===== src/rtl/square_motion_ctrl.sv =====
// Frame-synchronous position controller for the 480p square painter: bounces the
// square once per frame and flags pixels inside it. Define SQUARE_BORDER_EN to also flag the screen border.
`timescale 1ns/1ps

module square_motion_ctrl #(
  parameter int CORDW   = 10,
  parameter int H_RES   = 640,
  parameter int V_RES   = 480,
  parameter int SQ_SIZE = 200,
  parameter int SPEED   = 2,
  parameter int X_INIT  = 220,
  parameter int Y_INIT  = 140
) (
  input  logic             clk_pix,
  input  logic             rst_pix,
  input  logic [CORDW-1:0] sx,
  input  logic [CORDW-1:0] sy,
  input  logic             btn_pause,
  input  logic             btn_step,
  output logic [CORDW-1:0] sq_x,
  output logic [CORDW-1:0] sq_y,
  output logic             sq_hit,
  output logic             frame_tick,
  output logic             paused
);

  localparam logic [0:0] RUN   = 1'b0;
  localparam logic [0:0] PAUSE = 1'b1;

  localparam logic [CORDW:0] MAX_X  = (CORDW+1)'(H_RES - SQ_SIZE);
  localparam logic [CORDW:0] MAX_Y  = (CORDW+1)'(V_RES - SQ_SIZE);
  localparam logic [CORDW:0] SPD    = (CORDW+1)'(SPEED);
  localparam logic [CORDW:0] SQ_W   = (CORDW+1)'(SQ_SIZE);
  localparam logic [CORDW:0] HRES_W = (CORDW+1)'(H_RES);
  localparam logic [CORDW:0] VRES_W = (CORDW+1)'(V_RES);
`ifdef SQUARE_BORDER_EN
  localparam logic [CORDW:0] H_LAST = (CORDW+1)'(H_RES - 1);
  localparam logic [CORDW:0] V_LAST = (CORDW+1)'(V_RES - 1);
`endif

  // Button conditioning: [0],[1] synchronize, [2] holds the previous synced level.
  logic [2:0] pause_sr;
  logic [2:0] step_sr;
  logic       pause_edge;
  logic       step_edge;

  always_ff @(posedge clk_pix) begin
    if (rst_pix) begin
      pause_sr <= '0;
      step_sr  <= '0;
    end else begin
      pause_sr <= {pause_sr[1:0], btn_pause};
      step_sr  <= {step_sr[1:0], btn_step};
    end
  end

  assign pause_edge = pause_sr[1] & ~pause_sr[2];
  assign step_edge  = step_sr[1] & ~step_sr[2];

  // Frame update point: first vblank pixel.
  logic tick_now;
  assign tick_now = (sx == '0) && ({1'b0, sy} == VRES_W);

  logic [0:0] state;
  logic       step_pend;
  logic       do_move;

  assign do_move = tick_now && ((state == RUN) || step_pend);

  always_ff @(posedge clk_pix) begin
    if (rst_pix) begin
      state     <= RUN;
      step_pend <= 1'b0;
    end else if (pause_edge) begin
      // A simultaneous step edge is deliberately dropped here.
      state     <= (state == RUN) ? PAUSE : RUN;
      step_pend <= 1'b0;
    end else begin
      if (do_move) begin
        step_pend <= 1'b0;
      end
      if (step_edge && (state == PAUSE)) begin
        step_pend <= 1'b1;
      end
    end
  end

  always_ff @(posedge clk_pix) begin
    if (rst_pix) begin
      paused <= 1'b0;
    end else begin
      paused <= (state == PAUSE);
    end
  end

  // Returns {next_dir, next_pos}; dir 0 moves toward max_pos, 1 toward zero.
  function automatic logic [CORDW:0] axis_step(
    input logic [CORDW-1:0] pos,
    input logic             dir,
    input logic [CORDW:0]   max_pos
  );
    logic [CORDW:0] ext;
    logic [CORDW:0] sum;
    logic [CORDW:0] result;
    ext    = {1'b0, pos};
    sum    = '0;
    result = {dir, pos};
    if (!dir) begin
      sum = ext + SPD;
      if (sum >= max_pos) begin
        result = {1'b1, max_pos[CORDW-1:0]};
      end else begin
        result = {1'b0, sum[CORDW-1:0]};
      end
    end else begin
      if (ext <= SPD) begin
        result = {1'b0, {CORDW{1'b0}}};
      end else begin
        sum    = ext - SPD;
        result = {1'b1, sum[CORDW-1:0]};
      end
    end
    return result;
  endfunction

  logic           dir_x;
  logic           dir_y;
  logic [CORDW:0] nx_x;
  logic [CORDW:0] nx_y;

  always_comb begin
    nx_x = axis_step(sq_x, dir_x, MAX_X);
    nx_y = axis_step(sq_y, dir_y, MAX_Y);
  end

  always_ff @(posedge clk_pix) begin
    if (rst_pix) begin
      sq_x       <= CORDW'(X_INIT);
      sq_y       <= CORDW'(Y_INIT);
      dir_x      <= 1'b0;
      dir_y      <= 1'b0;
      frame_tick <= 1'b0;
    end else begin
      frame_tick <= tick_now;
      if (do_move) begin
        sq_x  <= nx_x[CORDW-1:0];
        dir_x <= nx_x[CORDW];
        sq_y  <= nx_y[CORDW-1:0];
        dir_y <= nx_y[CORDW];
      end
    end
  end

  logic [CORDW:0] sx_e;
  logic [CORDW:0] sy_e;
  logic           active;
  logic           in_sq;
  logic           hit_next;

  always_comb begin
    sx_e   = {1'b0, sx};
    sy_e   = {1'b0, sy};
    active = (sx_e < HRES_W) && (sy_e < VRES_W);
    in_sq  = (sx_e >= {1'b0, sq_x}) && (sx_e < ({1'b0, sq_x} + SQ_W)) &&
             (sy_e >= {1'b0, sq_y}) && (sy_e < ({1'b0, sq_y} + SQ_W));
`ifdef SQUARE_BORDER_EN
    hit_next = active && (in_sq || (sx == '0) || (sx_e == H_LAST) ||
                                   (sy == '0) || (sy_e == V_LAST));
`else
    hit_next = active && in_sq;
`endif
  end

  always_ff @(posedge clk_pix) begin
    if (rst_pix) begin
      sq_hit <= 1'b0;
    end else begin
      sq_hit <= hit_next;
    end
  end

endmodule


===== config.mk =====
export PLATFORM = sky130hd
export DESIGN_NAME = square_motion_ctrl
export DESIGN_NICKNAME = d
export VERILOG_FILES = /design/src/rtl/square_motion_ctrl.sv
export SDC_FILE = /design/constraint.sdc
export NUM_CORES = 1
export LEC_CHECK = 0
export ABC_AREA = 1
export BUFFER_PORTS_ARGS = -buffer_cell sky130_fd_sc_hd__buf_4
export CORE_MARGIN = 4
export CORE_UTILIZATION = 50
export DETAILED_ROUTE_END_ITERATION = 8
export MAX_ROUTING_LAYER = met4
export PLACE_DENSITY = 0.8
export SETUP_SLACK_MARGIN = 0.2
export SYNTH_ARGS = -nofsm -noshare
export SYNTH_HDL_FRONTEND = slang
export SYNTH_SLANG_ARGS = --single-unit

===== constraint.sdc =====
create_clock -name clk_pix -period 4.11 [get_ports clk_pix]
set_input_delay 0.2055 -clock clk_pix [delete_from_list [all_inputs] [get_ports clk_pix]]
set_output_delay 0.2055 -clock clk_pix [all_outputs]
set_load 0.02 [all_outputs]

# Word-level counts from Yosys, hierarchy flattened
# Index checks and enable logic that the tools add are counted.
[totals]
rom_bits = 0
word_cells = 54
reg_bits = 33
mem_count = 0
ram_bits = 0
in_bits = 24
latchBits = 0
out_inout_bits = 23
[classes]
eq_ne = 1
n_lt_le_gt_ge = 10
add_sub_neg = 6
n_reduce_logical = 12
shift = 0
n_mul = 0
n_div = 0
n_mux = 9
n_bitwise = 5
[ops]
columns = ["op", "count"]
rows = [
  ["two-way mux 11 bit", 6],
  ["adder 10 x 2 -> 11 bit, second input constant", 2],
  ["adder 10 x 8 -> 11 bit, second input constant", 2],
  [">= comparator 11 x 9 -> 1 bit, second input constant", 2],
  ["< comparator 10 x 11 -> 1 bit", 2],
  [">= comparator 10 bit", 2],
  ["less-or-equal comparator 10 x 2 -> 1 bit, second input constant", 2],
  ["subtractor 10 x 2 -> 10 bit, second input constant", 2],
  ["equality test 10 x 9 -> 1 bit, second input constant", 1],
  ["zero test 10 bit", 1],
  ["< comparator 10 bit, second input constant", 1],
  ["< comparator 10 x 9 -> 1 bit, second input constant", 1],
  ["logical AND 1 bit", 8],
  ["two-way mux 1 bit", 3],
  ["NOT 1 bit", 3],
  ["AND 1 bit", 2],
  ["nonzero test 2 bit", 1],
  ["OR reduction 2 bit", 1],
  ["logical OR 1 bit", 1],
]

# Longest topological paths before layout
[depth]
depth_word = 6
ltp_mapped = 13
ltp_nobuf = 13

# Worst setup path after synthesis
# OpenSTA, ideal clock, no wires.
[synth_path]
kind = "register -> register"
startpoint = "reg sq_x[3]"
endpoint = "reg sq_hit"
path_stages_with_launch = 11
setup_slack_ns = 2.143
setup_time_ns = 0.064
path_buffers = 0
synth_period_minus_slack_ns = 1.967
t_arrival_ns = 1.903
cell_sequence = "dfxtp_1 > ha_1 > nand2_1 > a21oi_1 > xor2_1 > ha_1 > nand2_1 > o21ai_1 > a21oi_1 > nand3_1 > nor2_1"
[synth_via]
elab_chain_len = 6
[synth_rtl]
columns = ["element", "line_no", "text"]
rows = [
  ["start, declared", "20", "output logic [CORDW-1:0] sq_x,"],
  ["start signal, assigned", "138", "sq_x <= CORDW'(X_INIT);"],
  ["start signal, assigned", "146", "sq_x <= nx_x[CORDW-1:0];"],
  ["adder 10 x 8 -> 11 bit", "164", "in_sq = (sx_e >= {1'b0, sq_x}) && (sx_e < ({1'b0, sq_x} + SQ_W)) &&"],
  ["< comparator 10 x 11 -> 1 bit", "164", ""],
  ["logical AND 1 bit * (2 in series)", "164", ""],
  ["logical AND 1 bit *", "165", "(sy_e >= {1'b0, sq_y}) && (sy_e < ({1'b0, sq_y} + SQ_W));"],
  ["logical AND 1 bit *", "170", "hit_next = active && in_sq;"],
  ["end signal, assigned", "178", "sq_hit <= hit_next;"],
  ["end, declared", "22", "output logic sq_hit,"],
]
# Mark *: on every way between the ends. The rest lies on a longest branch, timed or not.
# A chain may end at the register's enable or synchronous reset.

# Worst setup path after layout
# Ends and elaborated chain as after synthesis.

==> results.json <==
{
  "fin_cells": 586,
  "clk_pin_slew_worst_paths_ns": 0.07,
  "max_freq_mhz": 483.4,
  "antenna_left": 0,
  "dr.pass1.iters": 5,
  "power.density_nw_per_um2": 180.1,
  "core_area_um2": 5991,
  "dp_hpwl_um": 6298,
  "total_power_w": 0.0006444,
  "ctsResizeCount": 0,
  "postCtsSetupRepairBufs": 0,
  "placed_cells": 578,
  "crit_start": "sq_x[3]",
  "hold_path_class": "primary input to register",
  "areaGrowthSynthToFinish_pct": 14.31,
  "rrSetupSlack_ns": 2.04,
  "yosysUniqueCellTypes": 37,
  "yosys_warnings": 0,
  "io_buffer_count": 44,
  "dieArea_um2": 7591,
  "grt_pass1_wl_um": 13390,
  "arrival_ns": 2.29,
  "ys_seq_elements": 31,
  "clk-insertion-delay-late_ns": 0.28,
  "chipWidth_um": 87.13,
  "initial_core_util_pct": 52.26,
  "n_fill_cell": 602,
  "drt-total-wl_um": 7965,
  "place_congestion": 0.9439,
  "synth_area_um2": 3131,
  "min_from": "btn_pause",
  "reg2reg_from": "sq_x[3]",
  "min_period_ns": 2.069,
  "n_antenna_cell": 0,
  "grt_remaining_overflow": 0,
  "worstHoldEndpoint": "pause_sr[0]",
  "antenna_found_initial": 0,
  "core.rowCount": 28,
  "synthArstFlopShare_pct": 0,
  "cp.required_ns": 4.34,
  "dp_slack_ns": 2.058,
  "clock_sinks": 31,
  "status": "completed",
  "tightest_slew_ns": 0.5182,
  "grt_pass1_vias": 3006,
  "yosys_most_used_dff": "dfxtp_1",
  "rr_worst_depth": 10,
  "rsz0062_at_grt": "no",
  "grt_usage_pct": 22.57,
  "drt_iter0_markers": 176,
  "wl_per_cell_um": 13.59,
  "cellLeakagePower_nw": 1.667,
  "clock-root-buffer": "clkbuf_8",
  "io_pins": 47,
  "end_kind": "register",
  "slew_violations": 0,
  "finalSetupViolations": 0,
  "finalSetupTns_ns": 0,
  "finalWorstSetupSlack_ns": 2.041,
  "slew_headroom_pct": 65.41,
  "num_vias": 3178,
  "drcViolationCount": 0,
  "min_path_cells": 3,
  "drive_above_1_share_pct": 18.79,
  "crit_type": "register to register",
  "r2r-end": "sq_hit",
  "crit_path_start_kind": "register",
  "syn_avg_cell_area_um2": 6.675,
  "grt_max_degree": 22,
  "cts_made_buffers": 5,
  "hold_viol_final": 0,
  "clk_path_buf_depth": 2,
  "cts_tree": "done",
  "viasPerCell": 5.423,
  "peakVddDrop_uv": 210.2,
  "finClkSkew_ns": 0.008228,
  "cts_hold_buffers": 0,
  "critPathMaxFanout": 8,
  "maxCapViolCount": 0,
  "htreeDepth": 2,
  "synth-edff-count": 0,
  "syn_inst": 469,
  "period_share_pct": 50.34,
  "nets": 576,
  "ys_seq_area_share_pct": 19.82,
  "fp.dieH_um": 87.13
}
==> synth_stat cells (2+ instances only) <==
| cell type | n | area share [%] |
|---|---|---|
| buf_4 | 7 | 1.7 |
| nor3_1 | 6 | 0.96 |
| a31oi_1 | 2 | 0.40 |
| nor4_1 | 2 | 0.40 |
| a21oi_2 | 2 | 0.56 |
| nand3_1 | 25 | 4.0 |
| xor2_1 | 15 | 4.2 |
| nor2_2 | 5 | 1.0 |
| nor2_1 | 59 | 7.1 |
| buf_6 | 2 | 0.72 |
| inv_1 | 38 | 4.6 |
| inv_2 | 9 | 1.1 |
| nand3_2 | 6 | 1.9 |
| nand2_2 | 11 | 2.2 |
| o21a_1 | 4 | 0.96 |
| xnor2_1 | 5 | 1.4 |
| o21ai_0 | 20 | 3.2 |
| nand2_1 | 99 | 12 |
| nor3_2 | 2 | 0.64 |
| dfxtp_1 | 31 | 20 |
| o21ai_1 | 13 | 2.1 |
| o22ai_1 | 2 | 0.40 |
| nor2_4 | 3 | 1.1 |
| ha_1 | 42 | 17 |
| a21oi_1 | 40 | 6.4 |
| nor3b_1 | 2 | 0.48 |
| nand2_4 | 4 | 1.4 |
| nand4_1 | 4 | 0.80 |
==> registers in the layout (all words and copies together), names as in the netlist <==
name / flops
frame_tick: 1
dir_x: 1
sq_hit: 1
step_pend: 1
state: 1
sq_x: 9
step_sr: 3
dir_y: 1
paused: 1
pause_sr: 3
sq_y: 9
==> worst max-delay path by stage <==
stage	to	cells past startpoint	slack, ns
finish	sq_hit	10	2.04
global route	sq_hit	10	1.87
CTS	sq_hit	10	2.03
detailed placement	sq_hit	10	2.06
global placement	sq_hit	10	2.14
floorplan	sq_hit	10	2.14
==> placed cells by master (no fill, tap or decap), drive strengths merged, types with 2 or more instances in the layout <==
cell and n:
nand2 114, nor2 67, inv 47, buf 45, ha 42, a21oi 42
o21ai 34, dfxtp 31, nand3 31, xor2 15, clkbuf 8, nor3 8
xnor2 5, nand4 4, o21a 4, a31oi 3, nor4 2, nor3b 2
o22ai 2, conb 2
==> final cells by class <==
class                           instances  area (um2)  share of cell area (%)
Inverter                               47       176.4                   4.930
Timing Repair Buffer                   45       337.8                   9.441
Tap cell                               75       93.84                   2.622
Sequential cell                        31       620.6                   17.34
Multi-Input combinational cell        380        2250                   62.87
Clock buffer                            8       100.1                   2.797
==> kinds of logic (layout without fill, tap and decap cells) <==
group / count (synthesis) / in the layout / share of synthesized area (%)
AO/OA/AOI/OAI: 87 / 87 / 15.15
XOR/XNOR: 20 / 20 / 5.596
adder cells (fa/ha/maj): 42 / 42 / 16.79
buffers and inverters: 59 / 100 / 8.433
flip-flops: 31 / 31 / 19.82
other: 1 / 2 / 0.1198
AND/OR/NAND/NOR: 229 / 229 / 34.09
==> power breakdown <==
| group | total [W] | switching, W | internal (W) | leakage (nW) |
|---|---|---|---|---|
| clock | 0.000263 | 0.000110 | 0.000153 | 0.0515 |
| combinational | 0.0000766 | 0.0000416 | 0.0000350 | 1.36 |
| sequential | 0.000305 | 0.000000969 | 0.000304 | 0.251 |
==> routing by layer <==
layer	routed length [um]	GRT usage, %
met1	3509	26.57
met2	3896	38.79
met3	408	3.122
met4	150	8.787
met5	0	-
==> critical path, cell delays in order, from the launching register on <==
cell and delay [ns]:
dfxtp_1 0.53, ha_1 0.29, nand2_1 0.11, a21oi_1 0.21, xor2_1 0.17, ha_1 0.24
nand2_1 0.09, nor2_1 0.06, a21oi_1 0.12, nand3_1 0.09, nor2_1 0.09
==> metrics by stage <==
| stage | cell area, um2 | utilization [%] | hold slack (ns) |
|---|---|---|---|
| 6_report | 3578 | 59.73 | 0.1297 |
| 5_1_grt | 3578 | 59.73 | 0.1196 |
| 4_1_cts | 3578 | 59.73 | 0.1248 |
| 3_5_place_dp | 3478 | 58.06 | 0.3946 |
| 3_3_place_gp | 3478 | 58.06 | 0.3903 |
| 2_1_floorplan | 3134 | - | 0.3125 |
No activity file was read; power rests on OpenSTA's default activity.
